## config.mk

```make
export PLATFORM = sky130hd
export DESIGN_NAME = dmem_responder
export DESIGN_NICKNAME = d
export VERILOG_FILES = /design/src/rtl/dmem_pkg.sv /design/src/rtl/dmem_responder.sv
export SDC_FILE = /design/constraint.sdc
export NUM_CORES = 1
export LEC_CHECK = 0
export CAP_MARGIN = 30
export CELL_PAD_IN_SITES_DETAIL_PLACEMENT = 1
export CELL_PAD_IN_SITES_GLOBAL_PLACEMENT = 1
export CORE_MARGIN = 2
export CORE_UTILIZATION = 25
export DETAILED_ROUTE_END_ITERATION = 10
export PLACE_DENSITY_LB_ADDON = 0.1
export SLEW_MARGIN = 40
export SYNTH_ARGS = -nofsm -noshare
export SYNTH_HDL_FRONTEND = slang
export SYNTH_SLANG_ARGS = --single-unit
```

## constraint.sdc

```tcl
create_clock -name clk -period 4.1 [get_ports clk]
set_input_delay 0.82 -clock clk [delete_from_list [all_inputs] [get_ports clk]]
set_output_delay 0.82 -clock clk [all_outputs]
set_load 0.005 [all_outputs]
```

## src/rtl/dmem_pkg.sv

```systemverilog
// dmem_pkg: shared types and constants for the data-memory responder.
//   state_t  - responder FSM states
//   STATE_W  - encoded state width
//   WORD_OFS - byte-to-word address shift
package dmem_pkg;

  localparam int STATE_W  = 3;
  localparam int WORD_OFS = 2;

  typedef enum logic [STATE_W-1:0] {
    IDLE  = 3'd0,
    RD    = 3'd1,
    RWAIT = 3'd2,
    WR    = 3'd3,
    DONE  = 3'd4
  } state_t;

endpackage

```

## src/rtl/dmem_responder.sv

```systemverilog
// dmem_responder: memory-side responder for the executor data interface.
// Loads read one word; stores are read-modify-write (old word returned on
// read_data first, then the executor's merged write_data is written).
//
// Optional build macro DMEM_MISALIGN_CHECK_EN: misaligned accesses skip the
// SRAM, return 0 and pulse fault in the DONE cycle.
//
// Ports:
//   clk, rst_n      - clock, async active-low reset
//   req             - load/store present
//   address         - byte address (word index = address[ADDR_W+1:2])
//   write_data      - merged store word, used in WR
//   write_data_sig  - 1 store / 0 load, sampled at acceptance
//   read_data       - registered SRAM word
//   wait_sig        - combinational stall to the executor
//   fault           - misalignment pulse (feature only)
//   mem_*           - single-port SRAM interface
//
// state | meaning
// IDLE  | waiting for req, latch index and direction
// RD    | issue SRAM read, load latency counter
// RWAIT | count down read latency, capture mem_rdata at 0
// WR    | write merged word back (stores only)
// DONE  | wait_sig low for one cycle so the executor commits
module dmem_responder
  import dmem_pkg::*;
#(
  parameter int ADDR_W  = 10,
  parameter int LATENCY = 1
) (
  input  logic              clk,
  input  logic              rst_n,
  input  logic              req,
  input  logic [31:0]       address,
  input  logic [31:0]       write_data,
  input  logic              write_data_sig,
  output logic [31:0]       read_data,
  output logic              wait_sig,
  output logic              fault,
  output logic              mem_en,
  output logic              mem_we,
  output logic [ADDR_W-1:0] mem_addr,
  output logic [31:0]       mem_wdata,
  input  logic [31:0]       mem_rdata
);

`ifdef DMEM_MISALIGN_CHECK_EN
  localparam bit MISALIGN_EN = 1'b1;
`else
  localparam bit MISALIGN_EN = 1'b0;
`endif

  localparam int CNT_W = (LATENCY > 1) ? $clog2(LATENCY) : 1;

  state_t              state_q, state_d;
  logic [ADDR_W-1:0]   addr_q, addr_d;
  logic                we_q, we_d;
  logic                mis_q, mis_d;
  logic [CNT_W-1:0]    cnt_q, cnt_d;
  logic [31:0]         rdata_d;

  // High address bits alias by design.
  logic unused_addr;
  assign unused_addr = ^address[31:ADDR_W+WORD_OFS];

  always_ff @(posedge clk or negedge rst_n) begin
    if (!rst_n) begin
      state_q   <= IDLE;
      addr_q    <= '0;
      we_q      <= 1'b0;
      mis_q     <= 1'b0;
      cnt_q     <= '0;
      read_data <= '0;
    end else begin
      state_q   <= state_d;
      addr_q    <= addr_d;
      we_q      <= we_d;
      mis_q     <= mis_d;
      cnt_q     <= cnt_d;
      read_data <= rdata_d;
    end
  end

  always_comb begin
    state_d   = state_q;
    addr_d    = addr_q;
    we_d      = we_q;
    mis_d     = mis_q;
    cnt_d     = cnt_q;
    rdata_d   = read_data;
    mem_en    = 1'b0;
    mem_we    = 1'b0;
    mem_wdata = '0;
    case (state_q)
      IDLE: begin
        if (req) begin
          addr_d = address[ADDR_W+WORD_OFS-1:WORD_OFS];
          we_d   = write_data_sig;
          mis_d  = MISALIGN_EN && (address[1:0] != 2'b00);
          if (mis_d) begin
            rdata_d = '0;
            state_d = DONE;
          end else begin
            state_d = RD;
          end
        end
      end
      RD: begin
        mem_en = 1'b1;
        if (!req) begin
          state_d = IDLE;
        end else begin
          cnt_d   = CNT_W'(LATENCY - 1);
          state_d = RWAIT;
        end
      end
      RWAIT: begin
        if (!req) begin
          state_d = IDLE;
        end else if (cnt_q == '0) begin
          rdata_d = mem_rdata;
          state_d = we_q ? WR : DONE;
        end else begin
          cnt_d = cnt_q - 1'b1;
        end
      end
      WR: begin
        // Write completes even if req has already dropped.
        mem_en    = 1'b1;
        mem_we    = 1'b1;
        mem_wdata = write_data;
        state_d   = DONE;
      end
      DONE: begin
        state_d = IDLE;
      end
      default: state_d = IDLE;
    endcase
  end

  assign mem_addr = addr_q;
  assign wait_sig = req & (state_q != DONE);
  assign fault    = MISALIGN_EN & mis_q & (state_q == DONE);

endmodule

```

Yosys cells after proc, flatten, opt, wreduce, memory -nomap -nowiden

Index checks and enable logic that the tools add are counted.

Add/subtract/negate cells: 1
Equality and inequality tests: 8
Muxes and demuxes: 13
Bitwise gates (word level): 2
Reduce and logical (&&, ||, !) cells: 7

Operators by type and width:

| cell                                                | count |
|---|---|
| 2-to-1 mux 32 bit                                   | 1 |
| 2-to-1 mux 3 bit                                    | 4 |
| one-hot mux 3 bit (4 select lines)                  | 1 |
| equality test 3 x 2 -> 1 bit, second input constant | 2 |
| inequality test 2 bit, second input constant        | 3 |
| inequality test 3 bit, second input constant        | 2 |
| AND reduction 3 bit                                 | 2 |
| 2-to-1 mux 1 bit                                    | 5 |
| AND reduction 2 bit                                 | 2 |
| equality test 3 x 1 -> 1 bit, second input constant | 1 |
| zero test 3 bit                                     | 1 |
| 2-to-1 mux 2 bit                                    | 1 |
| one-hot mux 1 bit (2 select lines)                  | 1 |
| nonzero test 2 bit                                  | 1 |
| OR reduction 2 bit                                  | 1 |
| AND 1 bit                                           | 1 |
| NOT 1 bit                                           | 1 |
| subtractor 1 bit, second input constant             | 1 |

Flip-flop bits (word level): 47
Input port bits: 100
Output and inout bits: 78
Word-level logic and storage cells: 36

Logic depth before layout (Yosys ltp)

Gate-level depths: netlist of the first run.

Depth in word-level cells: 4
Depth in mapped cells: 4
Depth with buffers taken out: 2

Least setup slack after synthesis of the first run

Ideal clock, no wire load.

Kind: flip-flop to output port
Start point: reg state_q[2]
End point: out mem_wdata[0]
Arrival time: 1.038 ns
Data required time: 3.280 ns
Setup slack: 2.242 ns
Stages on the path, launching flop included: 4
Buffers on the path: 1
Path through: dfrtp_1 > and3b_1 > clkbuf_1 > and2_1

Word-level cells in the longest chain between the ends: 2

RTL lines:

| what                         | RTL line             | text |
|---|---|---|
| from (decl)                  | dmem_responder.sv:55 | `state_t state_q, state_d;` |
| from (signal assigned)       | dmem_responder.sv:75 | `state_q <= state_d;` |
| equality test 3 x 2 -> 1 bit | dmem_responder.sv:94 | `case (state_q)` |
| 2-to-1 mux 32 bit            | dmem_responder.sv:94 |  |
| to (decl)                    | dmem_responder.sv:43 | `output logic [31:0] mem_wdata,` |

No other way between the ends.

Final worst setup path of the first run

Start point: reg state_q[0]
End point: out mem_wdata[12]

The elaborated chain is that of the path after synthesis.

==> impl_metrics.py, run 1 <==
metrics = {
    "power": {
        "p_clk_share_pct": 15.3,
        "switchingPower_mw": 0.504,
        "combPwrFrac_pct": 45.0,
        "swShare_pct": 25.7,
        "p_per_area_nw_per_um2": 508,
        "power_leakage_nw": 1.61,
        "ir_drop_uv": 229,
        "p_seq_share_pct": 39.7,
        "internal-power_mw": 1.46,
    },
    "setup_path": {
        "slowest_delay_ps": 540,
        "worst_ep_required_time_ps": 3280,
        "cp_max_fo": 33,
        "path_cells": "and3b_2 -> and2_1 -> clkdlybuf4s50_1",
        "path_class": "register to output port",
        "critPathCaptureType": "output port",
        "cp_data_arrival_time_ps": 2080,
        "critPathSlowestCell": "dfrtp_1",
        "start_kind": "register",
    },
    "sta": {
        "tns_ps": 0,
        "fin_skew_ps": 10.7,
        "hold_viol": 0,
        "layout_setup_ws_ps": 1200,
        "rsz0062_at_grt": "no",
        "fin_crit_sh_pct": 70.8,
        "fmax_mhz": 345,
        "period_needed_ps": 2900,
        "slew_headroom_pct": 60.3,
        "finalSetupViolCount": 0,
        "tightest_slew_ps": 595,
        "finalMaxSlewViolations": 0,
    },
    "yosys": {
        "synth_area_per_cell_sq_um": 14.8,
        "synthTopCellsByCount": "dfrtp_1, and2_1, mux2_4, mux2_1",
        "synth.distinct_cells": 21,
        "synth_edf_count": 0,
        "synthFlopType": "dfrtp_1",
        "syn_area_sq_um": 2150,
        "synth_area_leaders": "dfrtp_1, mux2_4, and2_1, mux2_1, buf_12",
        "yosysMostFrequentCell": "dfrtp_1",
        "async_flop_share_pct": 100,
        "synth_seq_area_share_pct": 53.5,
        "synth.top_cell.area_share_pct": 53.5,
        "synth_seq_cells": 46,
        "syn_inst": 145,
        "synth_largest_area_cell": "dfrtp_1",
        "synth.net_count": 245,
        "yosysWarnings": 0,
    },
    "layout": {
        "n_fill_cell": 884,
        "diodes": 0,
        "areaGrowthSynthToFinish_pct": 79.4,
        "drive_gt1_share_pct": 15.0,
        "layout.cells.non_filler": 406,
        "nets": 400,
    },
    "global_route": {
        "grt_antenna_before_repair": 0,
        "grt_overflow_total": 0,
        "grt_pass1_wl_um": 10200,
        "grt_util_all_layers_pct": 13.3,
        "grt_max_degree": 47,
        "grt_pass1_vias": 1841,
    },
    "place": {
        "place_ws_ps": 1210,
        "numPlacedInstances": 398,
        "portBuffers": 154,
        "dp_hpwl_um": 4770,
        "gp_congestion": 0.773,
    },
    "clock_tree": {
        "numCtsBuffers": 5,
        "clkTransAtPathRegs_ps": 90,
        "cts_buffer_depth": 2,
        "post-cts-setup-buffers": 0,
        "clkLatencyLatePin_ps": 300,
        "cts.repair.resized": 0,
        "h-tree-depth": 2,
        "cts_root_buf": "clkbuf_8",
        "cts_sinks": 46,
        "cts_tree": "yes",
        "hold_buffers": 0,
    },
    "outcome": {
        "status": "completed",
    },
    "detailed_routing": {
        "wl_per_cell_um": 15.2,
        "drc": 0,
        "vias": 1705,
        "dr.pass1.iters": 4,
        "ant_nets": 0,
        "met3WireLength_um": 512,
        "routedLengthMet1_um": 2620,
        "drtIter0Drc": 30,
        "wl_met2_um": 3010,
        "routed_wirelength_um": 6180,
        "viasPerCell": 4.20,
        "top_layer_used": "met4",
    },
    "job": {
        "cap_viol_max_count": 0,
    },
    "floorplan": {
        "die_y_um": 96.8,
        "dieWidth_um": 96.8,
        "std_cell_rows": 33,
        "die-area_sq_um": 9370,
        "ios": 178,
        "core_sq_um": 8300,
        "start_util_pct": 25.9,
    },
    "min_path": {
        "hold_class": "register to register",
    },
}
## cell families (layout without fill, tap and decap cells)
| kind of cell | Yosys count | after routing | share of synthesized area, % |
|---|---|---|---|
| AO/OA/AOI/OAI | 3 | 3 | 1.10 |
| other | 1 | 1 | 0.174 |
| multiplexers | 43 | 43 | 27.7 |
| buffers and inverters | 10 | 166 | 4.59 |
| AND/OR/NAND/NOR | 42 | 42 | 12.9 |
| flip-flops | 46 | 46 | 53.5 |
## flip-flops by register name, indices dropped and copies added, names as in the netlist
| register | flops |
|---|---|
| read_data | 32 |
| mem_addr | 10 |
| state_q | 3 |
| we_q | 1 |
## final timing paths
check | from | endpoint | slack [ps] | cells after the start
worst max-delay path | state_q[0] | mem_wdata[12] | 1200 | 3
worst min-delay path | mem_addr[5] | mem_addr[5] | 490 | 1
worst max register to register | state_q[0] | read_data[24] | 2380 | 3
worst min register to register | mem_addr[5] | mem_addr[5] | 490 | 1
max in group asynchronous | rst_n | state_q[2] | 3170 | 1
min in group asynchronous | rst_n | read_data[24] | 520 | 1
## power groups by stage
stage          combinational [mW]  clock [mW]  sequential [mW]
3_3_place_gp                0.890           0            0.778
2_1_floorplan               0.322           0            0.790
6_report                    0.883       0.301            0.778
5_1_grt                     0.949       0.327            0.811
4_1_cts                     0.903       0.313            0.783
3_5_place_dp                0.898           0            0.785
## metal layers
layer | up-vias | GRT usage (%)
met1 | 818 | 16.5
met5 | - | 0
met2 | 91 | 22.6
met3 | 4 | 4.70
met4 | 0 | 2.60
li1 | 792 | -
## placed cells by master (no fill, tap or decap)
cell	count
buf_4	4
clkbuf_8	6
and3b_2	1
nor4b_2	1
nor2b_1	3
clkdlybuf4s50_1	153
o31a_1	1
nand2b_1	2
nor3_1	1
nand3b_1	1
mux2_4	30
inv_6	1
mux2_1	12
o211a_1	1
a21oi_1	1
dfrtp_1	46
and2_1	32
clkbuf_1	1
nor4bb_4	1
inv_1	1
mux2_2	1
conb_1	1
## area by class of cell
cell class	instances	area (sq um)	area share [%]
inverters	1	3.75	0.0972
clock inverters	1	8.76	0.227
multi-input cells	89	918	23.8
well taps	105	131	3.40
flip-flops and latches	46	1150	29.8
repair buffers	157	1560	40.4
clock buffers	7	86.3	2.24
## through the flow
step	instance area (sq um)	util, %	hold slack (ps)	power, mW
after global routing	3860	46.5	517	2.09
after CTS	3860	46.5	493	2.00
after global placement	3760	45.3	469	1.67
final	3860	46.5	487	1.96
after detailed placement	3760	45.4	474	1.68
after floorplan	2150	-	483	1.11
## worst max-delay path, delay by kind of cell (launching register included)
kind | cells | cell delay (ps)
buffers and inverters | 1 | 520
DFF | 1 | 540
and+or+nand+nor | 2 | 720
Power figures use the tool's default switching activity.
==> inputs of run 2 (changes only) <==
- CORE_UTILIZATION: 25 -> 23
- clock period: 4.1 -> 2.98 ns (I/O delays scaled with it)
==> run 2 against run 1 <==
First-iteration DRC count is 3.3% lower. Combinational power grew 38%. Global-route usage fell by 1.9 points. Sequential cell count stayed put. Critical path depth increased by 1. Largest cell class unchanged. Largest power group unchanged.
==> impl_metrics.py, run 2 (synthesis results as in run 1) <==
metrics = {
    "sta": {
        "fin_skew_ps": 13.8,
        "hold_viol": 0,
        "tns_ps": 0,
        "finalMaxSlewViolations": 0,
        "rsz0062_at_grt": "no",
        "layout_setup_ws_ps": 359,
        "period_needed_ps": 2620,
        "fin_crit_sh_pct": 88.0,
        "fmax_mhz": 382,
        "finalSetupViolCount": 0,
        "whs_ps": 187,
    },
    "place": {
        "place_ws_ps": 558,
        "dp_hpwl_um": 4810,
        "numPlacedInstances": 406,
        "gp_congestion": 0.691,
        "portBuffers": 154,
    },
    "setup_path": {
        "start_kind": "register",
        "path_class": "register to output port",
        "startpoint": "state_q[0]",
        "rrSetupSlack_ps": 1320,
        "path_cells": "and3b_1 -> buf_4 -> and2_1 -> clkdlybuf4s50_1",
        "critPathSlowestCell": "dfrtp_1",
        "worst_ep_required_time_ps": 2380,
        "critPathCaptureType": "output port",
        "cp_data_arrival_time_ps": 2020,
        "reg2reg_from": "state_q[0]",
        "slowest_delay_ps": 550,
        "cp_max_fo": 33,
    },
    "global_route": {
        "grt_antenna_before_repair": 0,
        "grt_pass1_vias": 1784,
        "grt.busiest_layer": "met2",
        "met3_usage_pct": 4.44,
        "use_met2_pct": 19.1,
        "grt_max_degree": 34,
        "grt_overflow_total": 0,
        "grt_util_all_layers_pct": 11.5,
        "use_met1_pct": 13.8,
        "grt_pass1_wl_um": 9080,
    },
    "clock_tree": {
        "numCtsBuffers": 5,
        "cts.repair.resized": 0,
        "cts_tree": "yes",
        "cts_root_buf": "clkbuf_8",
        "h-tree-depth": 2,
        "hold_buffers": 0,
        "cts_sinks": 46,
        "post-cts-setup-buffers": 0,
        "clkLatencyLatePin_ps": 300,
        "cts_buffer_depth": 2,
        "clkTransAtPathRegs_ps": 90,
    },
    "min_path": {
        "hold_class": "primary input to async pin",
    },
    "power": {
        "finalPower_mw": 2.69,
        "ir_drop_uv": 320,
        "power_leakage_nw": 1.62,
        "p_per_area_nw_per_um2": 692,
    },
    "layout": {
        "areaGrowthSynthToFinish_pct": 80.9,
        "layout.cells.non_filler": 414,
        "final_common_cell": "clkdlybuf4s50_1",
        "diodes": 0,
        "regMostFlops": "read_data",
        "largest_register_ffs": 32,
        "layout_common_cells": "clkdlybuf4s50_1, dfrtp_1, and2_1, mux2_4, mux2_1",
        "nets": 402,
        "drive_gt1_share_pct": 15.5,
        "n_fill_cell": 987,
    },
    "job": {
        "cap_viol_max_count": 0,
    },
    "floorplan": {
        "die_y_um": 101,
        "die-area_sq_um": 10100,
        "start_util_pct": 23.5,
        "core_sq_um": 9150,
        "dieWidth_um": 101,
        "std_cell_rows": 35,
        "ios": 178,
    },
    "detailed_routing": {
        "vias": 1722,
        "routed_wirelength_um": 6180,
        "viasPerCell": 4.16,
        "dr.pass1.iters": 2,
        "ant_nets": 0,
        "wl_per_cell_um": 14.9,
        "drc": 0,
        "drtIter0Drc": 29,
    },
    "outcome": {
        "status": "completed",
    },
}
[run 2: worst max-delay path, delay by kind of cell, from the launching register on]
kind / cells / cell delay [ps]
buffers and inverters: 2 / 760
flip-flops: 1 / 550
AND/OR/NAND/NOR: 2 / 430
[run 2: area by class of cell]
class | count | area (sq um) | area share [%]
flip-flops and latches | 46 | 1150 | 29.6
well taps | 111 | 139 | 3.57
multi-input cells | 89 | 917 | 23.6
repair buffers | 159 | 1590 | 40.8
inverters | 1 | 3.75 | 0.0964
clock buffers | 6 | 82.6 | 2.12
clock inverters | 2 | 12.5 | 0.321
[run 2: per-layer routing]
metal  share of wire [%]  up-vias
li1                    -      796
met1                  42      818
met2                  46      106
met3                  11        2
met4                0.52        0
met5                   0        -
[run 2: metrics by stage]
| step | cell area [sq um] | utilization [%] |
|---|---|---|
| floorplan | 2150 | - |
| global placement | 3800 | 41.5 |
| detailed placement | 3800 | 41.5 |
| CTS | 3890 | 42.5 |
| global route | 3890 | 42.5 |
| finish | 3890 | 42.5 |
[run 2: power by group]
group / internal [mW] / switching (mW)
clock: 0.187 / 0.216
sequential: 0.905 / 0.165
combinational: 0.913 / 0.306
[run 2: path summary, 6_finish.rpt]
check / endpoint / cells past startpoint
min in group clk: mem_addr[5] / 1
min reg2reg: mem_addr[5] / 1
max reg2reg: read_data[25] / 3
max in group asynchronous: state_q[1] / 2
max: mem_wdata[3] / 4
min: mem_addr[0] / 1
==> variant 1: new RTL, settings of run 2 <==
The option `DMEM_MISALIGN_CHECK_EN` is turned on by a define.
--- a/src/rtl/dmem_responder.sv
+++ b/src/rtl/dmem_responder.sv
@@ -22,6 +22,8 @@
 // RWAIT | count down read latency, capture mem_rdata at 0
 // WR    | write merged word back (stores only)
 // DONE  | wait_sig low for one cycle so the executor commits
+`define DMEM_MISALIGN_CHECK_EN
+
 module dmem_responder
   import dmem_pkg::*;
 #(
Check against the original RTL: not equivalent (a bounded check fails within 4 cycles, from zero or initial values and one cycle with rst_n low).
==> variant 1 against run 2 <==
Synthesized area rose by 7.9%; routed wire length up 15%; worst hold slack better by 170 ps; count of clock-buffer cells in the layout shrank 1; critical path depth unchanged; fmax down 3.1%; core utilization decreased by 0.20 points; sequential cell count increased by 1; cell area grew 6.3%; worst setup slack worse by 85 ps.
Power is not compared: it rests on default switching activity, and its combinational part moved more than twofold at a synthesized area within 25%.
==> variant 1: results (changes against run 2) <==
Buffers on Ports 157 (+1.9%); Worst R2R Path Depth 5 (+2); GR Util All Layers 13.1% (+1.6 points); Worst Clk Skew 17.9 ps (+4.15 ps); CTS Root Cell clkbuf_8; Max Clock Freq 370 MHz (-3.1%); CTS max path bufs 2 (unchanged); Reg clk slew, reported paths 110 ps (+20 ps); inverter count 32 (+31); multi-input combinational gate total 129 (+45%); status finished, final reports clean; Nets 480 (+19%); fraction of area in registers 28.4% (-1.1 points); multi-input combinational area share 22.7% (-0.88 points); leading cell types by count after synthesis 47 x dfrtp_1, 33 x and3_1, 33 x nand2_1; Buffers, non-clock 165 (+3.8%); Detail Placement HPWL 5360 um (+11%); Critical Path Max Stage Delay 610 ps (+60 ps); total number of vias 2096 (+22%); final wirelength 7080 um (+15%); drt pass-1 iters 4 (+2); GPL Wtd Cong 0.744 (+7.8%); filler cell count 1105 (+12%); RR Endpoint read_data[19]; flop-to-flop setup slack 1280 ps (-40 ps); Mapped Nets 323 (+32%); CTS resizes 0 (unchanged); clk cell area share 2.36% (-0.084 points); reg2reg start state_q[1]; worst-path fanout max 34 (+3.0%); largest net degree at the start of global routing 48 (+41%); post-synthesis sequential area ratio 50.6% (-2.8 points); non-clock buffer share of cell area 39.6% (-1.1 points); vias in the first global route 2175 (+22%); pre-CTS WS 410 ps (-148 ps); number of distinct library cells after synthesis 23 (+9.5%); top post-synthesis cells by area dfrtp_1 51%, mux2i_1 14%, and3_1 8.9%; first-pass GRT wire length 11600 um (+28%); Top delay family on crit path buffers and inverters; worst endpoint data arrival time 2110 ps (+90 ps); Synth Register Bits 47 (+2.2%); CP Capture Point mem_wdata[4]; Iteration-0 DRC Markers 70 (+140%)
variant 1: changes by cell type in the layout (fill, tap and decap cells not counted), sizes merged, moves of 4 or more:
| cell | delta |
|---|---|
| and2 | -31 |
| inv | +34 |
| mux2i | +32 |
| mux2 | -31 |
| nor2 | +4 |
| nand2 | +33 |
| and3 | +33 |
variant 1: kinds of logic (layout without fill, tap and decap cells):
group / Yosys count / count (layout) / synth area share (%)
simple gates: 80 / 80 / 19.3
compound gates: 5 / 5 / 1.19
flops: 47 / 47 / 50.6
mux: 44 / 44 / 19.6
buf+inv: 47 / 205 / 9.21
variant 1: power by group through the flow:
stage | sequential [mW] | clock, mW | combinational (mW)
after floorplan | 0.728 | 0 | 0.127
after global placement | 0.728 | 0 | 0.353
after detailed placement | 0.730 | 0 | 0.356
after CTS | 0.717 | 0.449 | 0.358
after global routing | 0.724 | 0.475 | 0.380
final | 0.716 | 0.427 | 0.350
variant 1: per-stage QoR:
stage	cell area, um^2	instances	utilization, %	power (mW)	hold WS [ps]
floorplan	2320	223	-	0.855	300
global placement	4040	506	41.3	1.08	490
detailed placement	4040	506	41.3	1.09	495
CTS	4140	514	42.3	1.52	389
global route	4140	514	42.3	1.58	414
finish	4140	514	42.3	1.49	354
variant 1: metal layers:
metal  wire length [um]  global-route usage, %  part of all wire, %  up-vias
met5                  0                      0                    0        -
met4                 24                   2.03                 0.34        0
met3                476                   4.64                  6.7        3
met2               3420                   21.6                   48       68
met1               3170                   16.8                   45      995
li1                   -                      -                    -     1030
==> variant 2: new RTL, config.mk and constraints of run 2 <==
Made on the original files. Re-encode `state_t` (5 states) as one-hot, 5 bits wide.
--- a/src/rtl/dmem_pkg.sv
+++ b/src/rtl/dmem_pkg.sv
@@ -7,12 +7,12 @@
   localparam int STATE_W  = 3;
   localparam int WORD_OFS = 2;
 
-  typedef enum logic [STATE_W-1:0] {
-    IDLE  = 3'd0,
-    RD    = 3'd1,
-    RWAIT = 3'd2,
-    WR    = 3'd3,
-    DONE  = 3'd4
+  typedef enum logic [4:0] {
+    IDLE  = 5'b00001,
+    RD    = 5'b00010,
+    RWAIT = 5'b00100,
+    WR    = 5'b01000,
+    DONE  = 5'b10000
   } state_t;
 
 endpackage
Function: same outputs for any inputs over 10 cycles, from zero or initial values and one cycle with rst_n low; not proved beyond that.
==> variant 2 against run 2 <==
Sequential power fell by 13%; synthesized area rose by 3.9%; worst setup slack got worse by 37 ps; non-clock buffer count did not move; global-route usage rose by 0.23 points; register-to-register slack got worse by 80 ps; routed wire length rose by 3.9%; highest routed layer unchanged; largest power group is now registers; count of clock-buffer cells in the layout fell by 1; cell area rose by 2.0%; total power fell by 20%; clock power rose by 10%; sequential cell count rose by 2.
==> variant 2: results (changes against run 2) <==
worst endpoint data arrival time 2060 ps (+40 ps); Nets 412 (+2.5%); vias in the first global route 1841 (+3.2%); post-synthesis sequential area ratio 53.8% (+0.29 points); reg2reg start state_q[1]; Combinational Power Share 35.6% (-9.7 points); final wirelength 6420 um (+3.9%); drt pass-1 iters 2 (unchanged); leading cell types by count after synthesis 47 x dfrtp_1, 33 x and2_1, 29 x mux2_4; DP Area 3870 um^2 (+2.0%); worst-path fanout max 34 (+3.0%); EDFF count, synth 0 (unchanged); peak supply drop 0.296 mV (-7.5%); filler cell count 1013 (+2.6%); footprint of the multi-input gates 920 um^2 (+0.27%); CP Launch Point state_q[4]; top post-synthesis cells by area dfrtp_1 53%, mux2_4 19%, and2_1 9.2%; CTS buffer count 5 (unchanged); max FFs per register 32 (unchanged); status finished, final reports clean; largest net degree at the start of global routing 35 (+2.9%); Detail Placement HPWL 4940 um (+2.6%); Mapped Nets 256 (+4.5%); Leak 1.71 nW (+5.6%); Iteration-0 DRC Markers 14 (-52%); Synth Warn # 0 (unchanged); worst skew pair latency between 200 and 300 ps; Comb. pwr 764 uW (-37%); Via density 4.01 (-3.6%); GPL Wtd Cong 0.692 (+0.25%); Buffers on Ports 154 (unchanged); Slew @ Worst Pin 702 ps; number of distinct library cells after synthesis 26 (+24%); Critical-path top delay cell clkdlybuf4s50_1; worst hold-check path type in -> async; net switching power 502 uW (-27%); Critical Path Max Stage Delay 510 ps (-40 ps); layout cells sized above 1 17.7% (+2.2 points); sequential share of power 43.6% (+3.9 points); GR Util All Layers 11.7% (+0.23 points); first-pass GRT wire length 9530 um (+4.9%); Worst Clk Skew 11.0 ps (-2.80 ps)
## variant 2: cell count changes after synthesis, moves of 2 or more
cell / before / now
mux2_1: 12 / 3
and3_1: 0 / 3
mux2_2: 1 / 11
buf_4: 3 / 1
inv_1: 1 / 4
nor2_1: 0 / 3
nor2b_1: 3 / 1
nand2b_1: 2 / 0
## variant 2: worst paths after layout
check / to / slack, ps / cells after the start
max reg2reg: read_data[26] / 1240 / 4
max in group asynchronous: state_q[0] / 1930 / 2
min reg2reg: mem_addr[2] / 500 / 1
min in group clk: mem_addr[2] / 500 / 1
max: mem_wdata[19] / 320 / 5
min: read_data[0] / 340 / 1
## variant 2: per-stage QoR
stage | setup slack [ps] | cells
6_report | 322 | 440
5_1_grt | 108 | 440
4_1_cts | 277 | 440
3_5_place_dp | 553 | 434
3_3_place_gp | 548 | 434
2_1_floorplan | 1130 | 156
## variant 2: kinds of logic after synthesis
kind of cell	share of synthesized area [%]
buffers and inverters	5.15
AND/OR/NAND/NOR	13.2
flip-flops	53.8
AO/OA/AOI/OAI	0.839
XOR/XNOR	0.392
other	0.168
multiplexers	26.5
## variant 2: routing by layer
metal	part of all wire [%]	GRT usage [%]	vias up	wire length (um)
li1	-	-	826	-
met1	38	13.2	866	2440
met2	54	21.8	70	3480
met3	7.2	3.32	2	464
met4	0.62	2.77	0	40
met5	0	0	-	0
## variant 2: worst max-delay path: cells and delay by family (launching register included)
family                 cells  cell delay (ps)
DFF                        1              420
and+or+nand+nor            3              570
buffers and inverters      2              770
## variant 2: area by class of cell
cell class	count	share of cell area [%]
repair buffers	159	39.6
clock buffers	5	1.73
clock inverters	1	0.756
well taps	129	4.06
flip-flops and latches	48	30.3
multi-input cells	94	23.2
inverters	4	0.378
